--- src/rtl/parity_gen_tx_if.sv ---
// -----------------------------------------------------------------------------
// parity_gen_tx_if
//   Bundle of the word-side and serial-side handshakes of parity_gen_tx.
//
//   Signals
//     in_valid  producer offers in_data
//     in_ready  transmitter accepts in_data this cycle
//     in_data   parallel word, DATA_W bits
//     out_valid out_bit is valid
//     out_ready consumer takes out_bit
//     out_bit   serial data/parity bit
//     out_last  high with the parity bit (final bit of a frame)
//     busy      frame in progress
//
//   Modports
//     master  producer/consumer side (drives in_*, out_ready)
//     slave   transmitter side (parity_gen_tx)
// -----------------------------------------------------------------------------
interface parity_gen_tx_if #(
    parameter int unsigned DATA_W = 8
);
    logic              in_valid;
    logic              in_ready;
    logic [DATA_W-1:0] in_data;
    logic              out_valid;
    logic              out_ready;
    logic              out_bit;
    logic              out_last;
    logic              busy;

    modport master (
        output in_valid,
        output in_data,
        output out_ready,
        input  in_ready,
        input  out_valid,
        input  out_bit,
        input  out_last,
        input  busy
    );

    modport slave (
        input  in_valid,
        input  in_data,
        input  out_ready,
        output in_ready,
        output out_valid,
        output out_bit,
        output out_last,
        output busy
    );
endinterface

--- src/rtl/parity_gen_tx.sv ---
// -----------------------------------------------------------------------------
// parity_gen_tx
//   Accepts parallel words over a valid/ready handshake and emits each one
//   serially LSB-first followed by a parity bit, giving frames of DATA_W+1 bits.
//   The parity bit is computed once when the word is loaded.
//
//   Parameters
//     DATA_W   data bits per frame, legal range 1..32
//
//   Ports
//     clk      single clock, rising edge
//     rst      synchronous, active-high reset
//     bus      parity_gen_tx_if.slave: in_valid/in_ready/in_data word input,
//              out_valid/out_ready/out_bit/out_last serial output, busy status
//
//   Build option
//     PAR_GEN_ODD_EN  defined: odd parity (frame ones count odd)
//                     undefined (default): even parity
// -----------------------------------------------------------------------------
module parity_gen_tx #(
    parameter int unsigned DATA_W = 8
) (
    input  logic           clk,
    input  logic           rst,
    parity_gen_tx_if.slave bus
);

    localparam int unsigned CntW = $clog2(DATA_W + 1);
    localparam logic [CntW-1:0] LastCnt = CntW'(DATA_W - 1);

    typedef enum logic [1:0] {
        StIdle,
        StShift,
        StPar
    } state_e;

    state_e            state_q, state_d;
    logic [DATA_W-1:0] shift_q, shift_d;
    logic [CntW-1:0]   cnt_q, cnt_d;
    logic              par_q, par_d;

    logic in_ready;
    logic out_valid;
    logic out_bit;
    logic out_last;
    logic par_load;

`ifdef PAR_GEN_ODD_EN
    assign par_load = ~^bus.in_data;
`else
    assign par_load = ^bus.in_data;
`endif

    always_ff @(posedge clk) begin
        if (rst) begin
            state_q <= StIdle;
            shift_q <= '0;
            cnt_q   <= '0;
            par_q   <= 1'b0;
        end else begin
            state_q <= state_d;
            shift_q <= shift_d;
            cnt_q   <= cnt_d;
            par_q   <= par_d;
        end
    end

    always_comb begin
        state_d   = state_q;
        shift_d   = shift_q;
        cnt_d     = cnt_q;
        par_d     = par_q;
        in_ready  = 1'b0;
        out_valid = 1'b0;
        out_bit   = 1'b0;
        out_last  = 1'b0;

        unique case (state_q)
            StIdle: begin
                in_ready = 1'b1;
                if (bus.in_valid) begin
                    shift_d = bus.in_data;
                    cnt_d   = '0;
                    par_d   = par_load;
                    state_d = StShift;
                end
            end

            StShift: begin
                out_valid = 1'b1;
                out_bit   = shift_q[0];
                // Without out_ready nothing moves, so the current bit is held.
                if (bus.out_ready) begin
                    shift_d = shift_q >> 1;
                    if (cnt_q == LastCnt) begin
                        cnt_d   = '0;
                        state_d = StPar;
                    end else begin
                        cnt_d = cnt_q + CntW'(1);
                    end
                end
            end

            StPar: begin
                out_valid = 1'b1;
                out_bit   = par_q;
                out_last  = 1'b1;
                // Accept the next word on the edge the parity bit is taken so
                // frames can run back-to-back with no idle bit between them.
                in_ready  = bus.out_ready;
                if (bus.out_ready) begin
                    if (bus.in_valid) begin
                        shift_d = bus.in_data;
                        cnt_d   = '0;
                        par_d   = par_load;
                        state_d = StShift;
                    end else begin
                        state_d = StIdle;
                    end
                end
            end

            default: begin
                state_d = StIdle;
            end
        endcase
    end

    assign bus.in_ready  = in_ready;
    assign bus.out_valid = out_valid;
    assign bus.out_bit   = out_bit;
    assign bus.out_last  = out_last;
    assign bus.busy      = (state_q != StIdle);

endmodule

--- src/flat_wrapper.sv ---
// flat-port wrapper written by rule: the top's interface ports become plain ports
module parity_gen_tx_flat 
#(
    parameter int unsigned DATA_W = 8
)
  (clk, rst, bus_in_valid, bus_in_data, bus_out_ready, bus_in_ready, bus_out_valid, bus_out_bit, bus_out_last, bus_busy);
  parity_gen_tx_if #(.DATA_W(DATA_W)) bus_i ();
  input  logic clk;
  input  logic rst;
  input wire logic [$bits(bus_i.in_valid)-1:0] bus_in_valid;
  input wire logic [$bits(bus_i.in_data)-1:0] bus_in_data;
  input wire logic [$bits(bus_i.out_ready)-1:0] bus_out_ready;
  output wire logic [$bits(bus_i.in_ready)-1:0] bus_in_ready;
  output wire logic [$bits(bus_i.out_valid)-1:0] bus_out_valid;
  output wire logic [$bits(bus_i.out_bit)-1:0] bus_out_bit;
  output wire logic [$bits(bus_i.out_last)-1:0] bus_out_last;
  output wire logic [$bits(bus_i.busy)-1:0] bus_busy;
  assign bus_i.in_valid = bus_in_valid;
  assign bus_i.in_data = bus_in_data;
  assign bus_i.out_ready = bus_out_ready;
  assign bus_in_ready = bus_i.in_ready;
  assign bus_out_valid = bus_i.out_valid;
  assign bus_out_bit = bus_i.out_bit;
  assign bus_out_last = bus_i.out_last;
  assign bus_busy = bus_i.busy;
  parity_gen_tx #(.DATA_W(DATA_W)) u_core (.clk(clk), .rst(rst), .bus(bus_i));
endmodule
--- config.mk ---
export PLATFORM = sky130hd
export DESIGN_NAME = parity_gen_tx_flat
export DESIGN_NICKNAME = d
export VERILOG_FILES = /design/src/rtl/parity_gen_tx_if.sv /design/src/rtl/parity_gen_tx.sv /design/src/flat_wrapper.sv
export SDC_FILE = /design/constraint.sdc
export NUM_CORES = 1
export LEC_CHECK = 0
export CAP_MARGIN = 10
export CORE_ASPECT_RATIO = 1.25
export CORE_MARGIN = 2
export CORE_UTILIZATION = 50
export CTS_CLUSTER_DIAMETER = 120
export CTS_CLUSTER_SIZE = 30
export DETAILED_ROUTE_END_ITERATION = 10
export PLACE_DENSITY = 0.8
export SKIP_CTS_REPAIR_TIMING = 1
export SYNTH_ARGS = -nofsm -noshare
export SYNTH_HDL_FRONTEND = slang
export SYNTH_SLANG_ARGS = --single-unit
--- constraint.sdc ---
create_clock -name clk -period 2.4 [get_ports clk]
set_clock_uncertainty 0.15 [all_clocks]
set_input_delay 0.72 -clock clk [delete_from_list [all_inputs] [get_ports clk]]
set_output_delay 0.72 -clock clk [all_outputs]
set_load 0.005 [all_outputs]
==> flow_summary.yaml, run 1 <==
run_status:
  status: "finished, final reports clean"
die:
  num_io_pins: 17
  dieWidth_um: 44.2
  dieArea_mm2: 0.00240
  rows: 18
  initial_core_util_pct: 52.1
  core_mm2: 0.00194
  die_h_um: 54.2
placed_design:
  placed_cell_area_mm2: 0.00120
  dp.cells: 138
  dp_hpwl_mm: 1.54
  io_buffers: 16
  post-place-ws_ns: -0.295
  place_congestion: 0.693
critical_path:
  path_class: "reg -> out"
  rrSetupSlack_ns: 0.45
  end_kind: "primary output"
  critPathLaunchType: "flop"
  crit_required_ns: 1.53
  worstPathArrival_ns: 1.46
  cp_max_fo: 4
yosys:
  synth_top_area_cell: "dfxtp_1"
  yosys.area_share.xor_xnor_pct: 6.07
  synthTopCellsByArea: "dfxtp_1 30%, mux2i_1 8.9%, a211oi_2 8.7%"
  synth_fa_ha_area_share_pct: 8.67
  ys.flop_type: "dfxtp_1"
  yosysWarnings: 0
  yosys.area.top_type_share_pct: 29.7
  synth_cell_types: 30
  synthArstFlopShare_pct: 0
  synthesis.area_mm2: 0.00101
  synth-simple-area-share_pct: 18.5
  seq_area_frac_synth_pct: 29.7
  synth_compound_area_share_pct: 20.6
  synth_mux_area_share_pct: 8.92
  synth_top_family_by_area: "compound AO/OA/AOI/OAI gates"
  avgSynthCellArea_um2: 10.1
  synth_nets: 119
  ys_ff_latch: 15
  synthCells: 100
  synth_edf_count: 0
cells_and_area:
  finish.utilization_pct: 65.1
  multiInputGateArea_um2: 648
  final_cell_area_mm2: 0.00126
  final_nets: 143
  seq_area_um2: 305
  antenna_cells: 0
  fillers: 165
  drive_above_1_share_pct: 27.6
  area.growth.synth_to_final_pct: 24.9
  stdcell_count: 143
routing:
  dr_total_vias: 796
  routedWlPerCell_um: 14.1
  firstDrtPassIters: 2
  drt_iter0_markers: 5
  finalWirelength_mm: 2.02
  drc: 0
  final_antenna_net_count: 0
  via_per_inst: 5.57
global_route:
  overflow: 0
  track_usage_pct: 19.1
  grt_max_degree: 20
  grt_pass1_vias: 801
  antenna_found_initial: 0
  grt_pass1_wl_mm: 3.32
sta:
  setup_viol: 0
  finalHoldViolCount: 0
  drv_slew: 0
  fin_crit_sh_pct: 97.1
  slew_headroom_pct: 73.0
  fin_ws_ns: 0.0693
  rsz0062_at_grt: "no"
  fmax_ghz: 0.429
  fin_setup_tns_ns: 0
  worst_pin_slew_ns: 0.405
  period_minus_slack_ns: 2.33
  worst_hold_slack_ns: 0.323
clock_network:
  cts.sink_count: 15
  cts.path.max_buffers: 2
  root_buffer: "clkbuf_4"
  clk_latency_ns: 0.28
  cts.clk_slew.worst_paths_ns: 0.09
  cts_tree: "yes"
  htreeDepth: 1
  cts_made_buffers: 3
hold_path:
  worstHoldPathType: "reg -> reg"
flow_run:
  drv_cap: 0
power:
  power_mw: 1.27
  power_leakage_nw: 0.530
  power_density_mw_per_mm2: 1010
  vdd_drop_max_mv: 0.557
worst max-delay path, cell delays in order, from the launching register on:
cell and delay (ns):
dfxtp_2 0.37, inv_2 0.07, ha_4 0.26, clkdlybuf4s50_1 0.49
placed cells by master (no fill, tap or decap), types with 5 or more instances in the layout:
| cell | count |
|---|---|
| a211oi_2 | 7 |
| a21oi_1 | 5 |
| clkdlybuf4s50_1 | 14 |
| buf_4 | 7 |
| nor2_1 | 11 |
| ha_1 | 5 |
| dfxtp_1 | 13 |
| nand2_1 | 6 |
| mux2i_1 | 9 |
| xnor2_1 | 7 |
sequential cells by signal, indices dropped and copies added (netlist names):
signal / count
u_core.cnt_q: 4
u_core.par_q: 1
u_core.shift_q: 8
u_core.state_q: 2
cells by family (layout without fill, tap and decap cells):
kind of cell	Yosys count	after routing
AOI/OAI and AO/OA	24	24
DFF	15	15
adders and majority gates	7	7
buffers and inverters	10	33
muxes	9	9
xor gates and xnor gates	7	7
and+or+nand+nor	28	28
per-layer routing:
metal	track usage, %	wire (um)
met5	0	0
met4	7.58	31
met3	4.29	110
met2	36.5	1090
met1	20.0	786
report_power, final:
part / internal, mW / switching [mW] / total, mW
combinational: 0.373 / 0.364 / 0.737
sequential: 0.337 / 0.0547 / 0.392
clock: 0.0645 / 0.0768 / 0.141
worst paths after layout:
path | cells past startpoint | startpoint | endpoint
min | 2 | u_core.shift_q[7] | u_core.shift_q[7]
min reg2reg | 2 | u_core.shift_q[7] | u_core.shift_q[7]
max | 3 | u_core.state_q[0] | bus_out_valid
max reg2reg | 7 | u_core.state_q[0] | u_core.state_q[1]
synthesized netlist by cell type, types with 2 or more instances:
cell and instances:
nand3_2 2, a21oi_1 5, a211oi_2 7, buf_6 3, nor2_1 11, nand4b_1 2
o21ai_0 3, xnor2_1 7, a21oi_2 2, inv_1 5, dfxtp_1 15, nand2_1 6
ha_1 7, mux2i_1 9
layout make-up:
type | instances | area share, %
Tap cell | 20 | 1.98
Clock buffer | 4 | 2.08
Sequential cell | 15 | 24.2
Timing Repair Buffer | 24 | 18.8
Inverter | 5 | 1.49
Multi-Input combinational cell | 75 | 51.4
Power figures use the tool's default switching activity.
==> inputs of run 2 (changes only) <==
--- a/config.mk
+++ b/config.mk
@@ -5,6 +5,7 @@
 export SDC_FILE = /design/constraint.sdc
 export NUM_CORES = 1
 export LEC_CHECK = 0
+export ABC_AREA = 1
 export CAP_MARGIN = 10
 export CORE_ASPECT_RATIO = 1.25
 export CORE_MARGIN = 2
==> run 2 against run 1 <==
Cell count increased by 36%. Sequential share of layout area increased by 0.49 points. Utilization decreased by 1.6 points. Fmax increased by 0.38%. Synthesized cell count increased by 55%. Non-clock buffer count decreased by 4. Register-to-register slack improved by 0.10 ns. Global-route usage increased by 0.79 points. Highest routed layer unchanged.
==> flow_summary.yaml, run 2 <==
critical_path:
  cp_max_fo: 4
  crit_required_ns: 1.53
  end_kind: "primary output"
  cp-startpoint: "u_core.state_q[0]"
  critPathLaunchType: "flop"
  crit_chain: "inv_1, ha_1, clkdlybuf4s50_1"
  slowest_stage: "clkdlybuf4s50_1"
  cp_top_family: "buffers and inverters"
  critPathBufInv: 2
  path_class: "reg -> out"
  worstPathArrival_ns: 1.45
  timing.rr.start: "u_core.state_q[0]"
  crit_path_max_incr_delay_ns: 0.52
yosys:
  synthTopCellsByArea: "dfxtp_1 30%, nand2_1 17%, ha_1 8.6%"
  synth.most_common_cell: "nand2_1"
  synth_cell_types: 22
  avgSynthCellArea_um2: 6.55
  yosys.area.top_type_share_pct: 29.6
  seq_area_frac_synth_pct: 29.6
  synth_nets: 174
  yosysWarnings: 0
  synthArstFlopShare_pct: 0
  synthCells: 155
  synth_edf_count: 0
  ys_ff_latch: 15
  synth_top_area_cell: "dfxtp_1"
  ys_top_cells_by_count: "46 x nand2_1, 23 x inv_1, 15 x dfxtp_1, 15 x o21ai_0, 14 x nor2_1"
  synthesis.area_mm2: 0.00101
  ys.flop_type: "dfxtp_1"
placed_design:
  dp_hpwl_mm: 1.57
  io_buffers: 16
  place_congestion: 0.759
  post-place-ws_ns: -0.261
routing:
  firstDrtPassIters: 4
  drt_iter0_markers: 24
  via_per_inst: 5.01
  final_antenna_net_count: 0
  finalWirelength_mm: 2.04
  drc: 0
  routedWlPerCell_um: 10.5
  dr_total_vias: 972
die:
  die_h_um: 54.4
  core_mm2: 0.00194
  dieWidth_um: 44.3
  num_io_pins: 17
  rows: 18
  dieArea_mm2: 0.00241
  initial_core_util_pct: 52.4
global_route:
  grt_max_degree: 17
  overflow: 0
  grt_pass1_wl_mm: 3.59
  antenna_found_initial: 0
  grt_pass1_vias: 910
  track_usage_pct: 19.9
cells_and_area:
  antenna_cells: 0
  area.growth.synth_to_final_pct: 21.3
  final_cell_mix: "46 x nand2_1, 23 x inv_1, 15 x o21ai_0"
  finish.utilization_pct: 63.6
  layout_commonest_cell: "nand2_1"
  largest_register: "u_core.shift_q"
  final_nets: 194
  reg_top3: "u_core.shift_q (8), u_core.cnt_q (4), u_core.state_q (2)"
  drive_above_1_share_pct: 8.62
  largest_reg_flops: 8
clock_network:
  clk_latency_ns: 0.29
  cts_tree: "yes"
  root_buffer: "clkbuf_4"
  cts.sink_count: 15
  cts.clk_slew.worst_paths_ns: 0.10
  cts.path.max_buffers: 2
  htreeDepth: 1
  cts_made_buffers: 3
power:
  switching_share_pct: 42.4
  power_leakage_nw: 0.644
  internal-power_uw: 675
  sequentialPowerShare_pct: 33.2
  power_density_mw_per_mm2: 952
  p_switching_uw: 497
  p_comb_share_pct: 54.1
  vdd_drop_max_mv: 0.648
  power_mw: 1.17
  p_clk_share_pct: 12.8
sta:
  fin_setup_tns_ns: 0
  worst_pin_slew_ns: 0.331
  slew_headroom_pct: 77.9
  finalHoldViolCount: 0
  rsz0062_at_grt: "no"
  fin_crit_sh_pct: 96.7
  setup_viol: 0
  drv_slew: 0
  fmax_ghz: 0.431
  fin_ws_ns: 0.0781
  period_minus_slack_ns: 2.32
hold_path:
  worstHoldPathType: "reg -> reg"
  min_from: "u_core.cnt_q[3]"
flow_run:
  drv_cap: 0
run_status:
  status: "finished, final reports clean"
[run 2: cells by family after synthesis]
logic type               Yosys count  synth area share, %
adder cells (fa/ha/maj)            7                 8.63
AO/OA/AOI/OAI                     31                 18.1
AND/OR/NAND/NOR                   71                 28.9
buffers and inverters             29                 13.1
XOR/XNOR                           2                 1.73
flip-flops                        15                 29.6
[run 2: worst min-delay path: stages, from the launching register on]
cell and delay [ns]:
dfxtp_1 0.32, nand2_1 0.06, a21oi_1 0.05
[run 2: area by class of cell]
type,count,area (um2)
repair buffers,20,200
clock inverters,1,5.00
fillers,192,706
clock buffers,3,22.5
inverters,24,92.6
well taps,20,25.0
flip-flops and latches,15,304
multi-input cells,111,582
[run 2: final timing paths]
check	to	slack, ns	cells after the start
hold / removal	u_core.cnt_q[3]	0.32	2
setup reg to reg	u_core.shift_q[3]	0.55	8
hold reg to reg	u_core.cnt_q[3]	0.32	2
setup / recovery	bus_out_last	0.08	3
[run 2: metrics by stage]
stage               std cells  instance area (um2)  hold slack (ns)
floorplan                 155                 1010            0.288
global placement          190                 1190            0.305
detailed placement        190                 1190            0.309
CTS                       194                 1220            0.324
global route              194                 1230            0.337
finish                    194                 1230            0.321
[run 2: metal layers]
layer	share of wire (%)	global-route usage, %	wire [um]
met3	2.8	1.98	58
met1	45	22.3	910
met4	1.0	7.58	21
met5	0	0	0
met2	52	38.2	1050
[run 2: power groups by stage]
stage               Sequential, mW  Clock, mW  Combinational (mW)
CTS                          0.383      0.153               0.653
detailed placement           0.389          0               0.648
global route                 0.399      0.162               0.724
finish                       0.389      0.150               0.634
global placement             0.383          0               0.635
floorplan                    0.379          0               0.473
==> variant 1, RTL diff (settings of run 1) <==
`shift_q` no longer has a reset.
--- a/src/rtl/parity_gen_tx.sv
+++ b/src/rtl/parity_gen_tx.sv
@@ -55,13 +55,15 @@
         if (rst) begin
             state_q <= StIdle;
-            shift_q <= '0;
             cnt_q   <= '0;
             par_q   <= 1'b0;
         end else begin
             state_q <= state_d;
-            shift_q <= shift_d;
             cnt_q   <= cnt_d;
             par_q   <= par_d;
         end
+    end
+
+    always_ff @(posedge clk) begin
+        shift_q <= shift_d;
     end
 
Check against the original RTL: no difference found for any inputs over 10 cycles, from zero or initial values and one cycle with rst high; that may be too few to reach the edited logic, so the function may still have changed.
==> variant 1 against run 1 <==
- sequential cell count is the same
- synthesized area shrank 8.2%
- sequential power is 14% higher
- total power is 8.0% lower
- count of clock-buffer cells in the layout decreased by 1
- fmax decreased by 2.7%
- final area shrank 5.8%
- combinational power shrank 22%
- routed wire length is 8.7% lower
- register-to-register slack better by 0.03 ns
- worst setup slack got worse by 0.064 ns
- critical endpoint is now bus_busy
==> variant 1: results (changes against run 1) <==
Overall Global Routing Usage -> 18.2% (was 19.1%)
Ranking of synthesized cells by area -> edfxtp_1 26%, dfxtp_1 15%, ha_1 11% (was dfxtp_1 30%, mux2i_1 8.9%, a211oi_2 8.7%)
List of most frequent post-synthesis cells -> 8 x edfxtp_1, 8 x ha_1, 7 x a22o_1, 7 x dfxtp_1, 7 x xnor2_1 (was 15 x dfxtp_1, 11 x nor2_1, 9 x mux2i_1)
Met2 usage in global routing -> 34.1% (was 36.5%)
Routed wl met3 -> 56 um (was 110 um)
Start point of the worst hold path -> u_core.cnt_q[3] (was u_core.shift_q[7])
Worst Setup EP -> bus_busy (was bus_out_valid)
#MultiIn Comb -> 63 (was 75)
Worst Tran Pin Value -> 0.302 ns (was 0.405 ns)
Via Count -> 714 (was 796)
Hold endpoint -> u_core.cnt_q[3] (was u_core.shift_q[7])
Sequential cell count -> 15 (unchanged)
Tapcells -> 19 (was 20)
Gpl congestion -> 0.800 (was 0.693)
Clock buffers -> 3 (was 4)
Placed Area -> 0.00114 mm2 (was 0.00120 mm2)
Fin nets -> 132 (was 143)
Reg2Reg Setup Slack -> 0.48 ns (was 0.45 ns)
Crit. Startpoint -> u_core.state_q[1] (was u_core.state_q[0])
Pre-antenna DRT Iters -> 4 (was 2)
Met1 WL -> 790 um (was 786 um)
Buffering overhead -> 18.5% (was 18.8%)
# fillers -> 140 (was 165)
Non-clock inverter count in the final layout -> 6 (was 5)
Routed wl met2 -> 982 um (was 1090 um)
Status -> finished, final reports clean (unchanged)
-- variant 1: cell count changes after synthesis, moves of 2 or more --
| cell | before | now |
|---|---|---|
| and2b_4 | 0 | 2 |
| edfxtp_1 | 0 | 8 |
| or3_1 | 0 | 3 |
| a21oi_2 | 2 | 0 |
| nand3_2 | 2 | 0 |
| mux2i_1 | 9 | 3 |
| a211oi_2 | 7 | 0 |
| dfxtp_1 | 15 | 7 |
| buf_6 | 3 | 0 |
| nor2_1 | 11 | 6 |
| a22o_1 | 0 | 7 |
-- variant 1: stage by stage --
| step | TNS (ns) | hold slack, ns | setup WS (ns) | utilization (%) | std cells |
|---|---|---|---|---|---|
| after floorplan | 0 | 0.296 | 0.283 | - | 86 |
| after global placement | -0.283 | 0.315 | -0.283 | 64.5 | 125 |
| after detailed placement | -0.334 | 0.326 | -0.274 | 64.5 | 125 |
| after CTS | -1.07 | 0.340 | -0.382 | 66.1 | 129 |
| after global routing | -0.0405 | 0.393 | -0.0405 | 67.3 | 130 |
| final | 0 | 0.346 | 0.00496 | 67.3 | 130 |
-- variant 1: cell families after synthesis --
| logic type | synth area share (%) |
|---|---|
| XOR/XNOR | 6.61 |
| multiplexers | 4.45 |
| AND/OR/NAND/NOR | 12.3 |
| flip-flops | 41.0 |
| adder cells (fa/ha/maj) | 10.8 |
| buffers and inverters | 4.32 |
| AO/OA/AOI/OAI | 20.5 |
-- variant 1: critical path: stages, from the launching register on --
cell             delay, ns
dfxtp_4               0.38
inv_1                 0.08
ha_2                  0.21
inv_1                 0.08
clkdlybuf4s50_1       0.50
-- variant 1: report_power, final --
part	total, mW	switching (mW)	internal, mW
registers	0.446	0.0478	0.398
logic	0.577	0.282	0.295
clock network	0.146	0.0839	0.0618
==> variant 2, RTL diff (flow settings as in run 1) <==
Without the edit above. `DATA_W` is set to 8 in 3 places; all go to 16.
--- a/src/rtl/parity_gen_tx_if.sv
+++ b/src/rtl/parity_gen_tx_if.sv
@@ -18,5 +18,5 @@
 // -----------------------------------------------------------------------------
 interface parity_gen_tx_if #(
-    parameter int unsigned DATA_W = 8
+    parameter int unsigned DATA_W = 16
 );
     logic              in_valid;
--- a/src/rtl/parity_gen_tx.sv
+++ b/src/rtl/parity_gen_tx.sv
@@ -19,5 +19,5 @@
 // -----------------------------------------------------------------------------
 module parity_gen_tx #(
-    parameter int unsigned DATA_W = 8
+    parameter int unsigned DATA_W = 16
 ) (
     input  logic           clk,
--- a/src/flat_wrapper.sv
+++ b/src/flat_wrapper.sv
@@ -2,5 +2,5 @@
 module parity_gen_tx_flat 
 #(
-    parameter int unsigned DATA_W = 8
+    parameter int unsigned DATA_W = 16
 )
   (clk, rst, bus_in_valid, bus_in_data, bus_out_ready, bus_in_ready, bus_out_valid, bus_out_bit, bus_out_last, bus_busy);
Ports: changed (resized bus_in_data); port bits go from 17 to 25. No check against the original RTL was run, so the function may have changed too.
==> variant 2 against run 1 <==
- total power is 40% higher
- count of clock-buffer cells in the layout is 1 lower
- non-clock buffer count is 8 higher
- routed wire length is 39% higher
- worst setup slack worse by 0.036 ns
- cell count is 43% higher
- synthesized area is 29% higher
- sequential cell count is 9 higher
- final area is 33% higher
- largest cell class unchanged
==> variant 2: results (changes against run 1) <==
Post-DP HPWL -> 1990 um (was 1540 um)
Part of the Yosys area used for sequential elements -> 36.8% (was 29.7%)
Reg-to-Reg End -> u_core.shift_q[7] (was u_core.state_q[1])
Routed wl met2 -> 1550 um (was 1090 um)
Gpl congestion -> 0.774 (was 0.693)
Start point of the worst hold path -> u_core.shift_q[15] (was u_core.shift_q[7])
List of most frequent post-synthesis cells -> 24 x dfxtp_1, 20 x nor2_1, 15 x a211oi_1, 15 x mux2i_1, 13 x xnor2_1 (was 15 x dfxtp_1, 11 x nor2_1, 9 x mux2i_1)
Post-Place Worst Slack -> -0.366 ns (was -0.295 ns)
Routed wl met3 -> 99 um (was 110 um)
Slew headroom -> 76.8% (was 73.0%)
Syn Nets -> 170 (was 119)
Vias in the first global route -> 1082 (was 801)
Pre-antenna DRT Iters -> 4 (was 2)
Reg2Reg Depth -> 8 (was 7)
Share of layout cells above drive strength 1 -> 12.8% (was 27.6%)
Biggest regs -> u_core.shift_q (16), u_core.cnt_q (5), u_core.state_q (2) (was u_core.shift_q (8), u_core.cnt_q (4), u_core.state_q (2))
Worst skew pair latency -> 0.30 ns (was 0.28 ns)
Worst path arrival time -> 1.50 ns (was 1.46 ns)
Reg2Reg Setup Slack -> 0.25 ns (was 0.45 ns)
Met1 WL -> 1130 um (was 786 um)
Clk slew on worst S/H paths -> 0.12 ns (was 0.09 ns)
Status -> finished, final reports clean (unchanged)
Netlist cell types -> 29 (was 30)
Avg WL per Cell -> 13.7 um (was 14.1 um)
Peak supply drop -> 579 uV (was 557 uV)
Drt initial violations -> 17 (was 5)
Asr flop ratio synth -> 0% (unchanged)
Overall Global Routing Usage -> 19.7% (was 19.1%)
Ranking of synthesized cells by area -> dfxtp_1 37%, mux2i_1 12%, xnor2_1 8.7% (was dfxtp_1 30%, mux2i_1 8.9%, a211oi_2 8.7%)
Hold endpoint -> u_core.shift_q[15] (was u_core.shift_q[7])
Min-delay worst type -> flip-flop to flip-flop (unchanged)
Synth Warn # -> 0 (unchanged)
Peak fanout along the critical path -> 2 (was 4)
H-tree depth -> 1 (unchanged)
LEAKAGE -> 0.641 nW (was 0.530 nW)
Number of vias per cell -> 5.54 (was 5.57)
Buffers on Ports -> 24 (was 16)
Largest net degree at the start of global routing -> 28 (was 20)
==> variant 2: changes by cell type in the layout (fill, tap and decap cells not counted), moves of 4 or more <==
cell,change
xnor2_1,+6
clkdlybuf4s50_1,+6
nor2_1,+9
a211oi_2,-7
mux2i_1,+6
a211oi_1,+15
dfxtp_1,+9
nand3_1,+4
==> variant 2: kinds of logic (layout without fill, tap and decap cells) <==
group / Yosys count / count (layout) / synth area share, %
and+or+nand+nor: 40 / 40 / 14.2
DFF: 24 / 24 / 36.8
adders and majority gates: 5 / 5 / 4.79
muxes: 15 / 15 / 11.5
buffers and inverters: 11 / 38 / 4.03
xor gates and xnor gates: 15 / 15 / 10.1
AOI/OAI and AO/OA: 35 / 35 / 18.6
==> variant 2: per-stage QoR <==
step	hold slack (ns)	power, mW	cell area (um2)	utilization [%]	std cells
after floorplan	0.282	1.25	1310	-	145
after global placement	0.296	1.50	1600	65.4	200
after detailed placement	0.303	1.55	1600	65.4	200
after CTS	0.322	1.73	1630	66.3	203
after global routing	0.359	1.91	1680	68.4	205
final	0.313	1.78	1680	68.4	205
==> variant 2: how the worst max path moves through the flow <==
stage                           start           end  slack (ns)  depth (start not counted)
global route        u_core.state_q[0]   bus_out_bit       -0.03                          5
floorplan           u_core.state_q[1]   bus_out_bit        0.35                          6
finish                  bus_out_ready  bus_in_ready        0.03                          4
detailed placement      bus_out_ready  bus_in_ready       -0.37                          4
CTS                     bus_out_ready  bus_in_ready       -0.37                          4
global placement        bus_out_ready  bus_in_ready       -0.29                          4
==> variant 2: power breakdown <==
group          total, mW  switching, mW  leakage (nW)  internal, mW
combinational      0.959          0.487         0.428         0.472
sequential         0.650         0.0939         0.199         0.556
clock              0.167          0.108        0.0138        0.0586
total               1.78          0.689         0.641          1.09
==> variant 2: area by class of cell <==
| cell class | count | area, um2 |
|---|---|---|
| Multi-Input combinational cell | 110 | 800 |
| Fill cell | 213 | 774 |
| Sequential cell | 24 | 488 |
| Timing Repair Buffer | 32 | 315 |
| Tap cell | 33 | 41.3 |
| Clock buffer | 3 | 22.5 |
| Inverter | 3 | 11.3 |
==> variant 2: worst register-to-register path: stages, from the launching register on <==
cell and delay (ns):
dfxtp_4 0.38, buf_4 0.13, ha_1 0.22, buf_4 0.25
o21bai_4 0.20, o21a_1 0.23, buf_12 0.19, nor2_1 0.07
a211oi_1 0.25
==> variant 2: per-layer routing <==
metal  GRT usage (%)  vias to the layer above
li1                -                      573
met1            20.4                      532
met2            39.0                       26
met3            2.67                        4
met4            9.92                        0
met5               0                        -
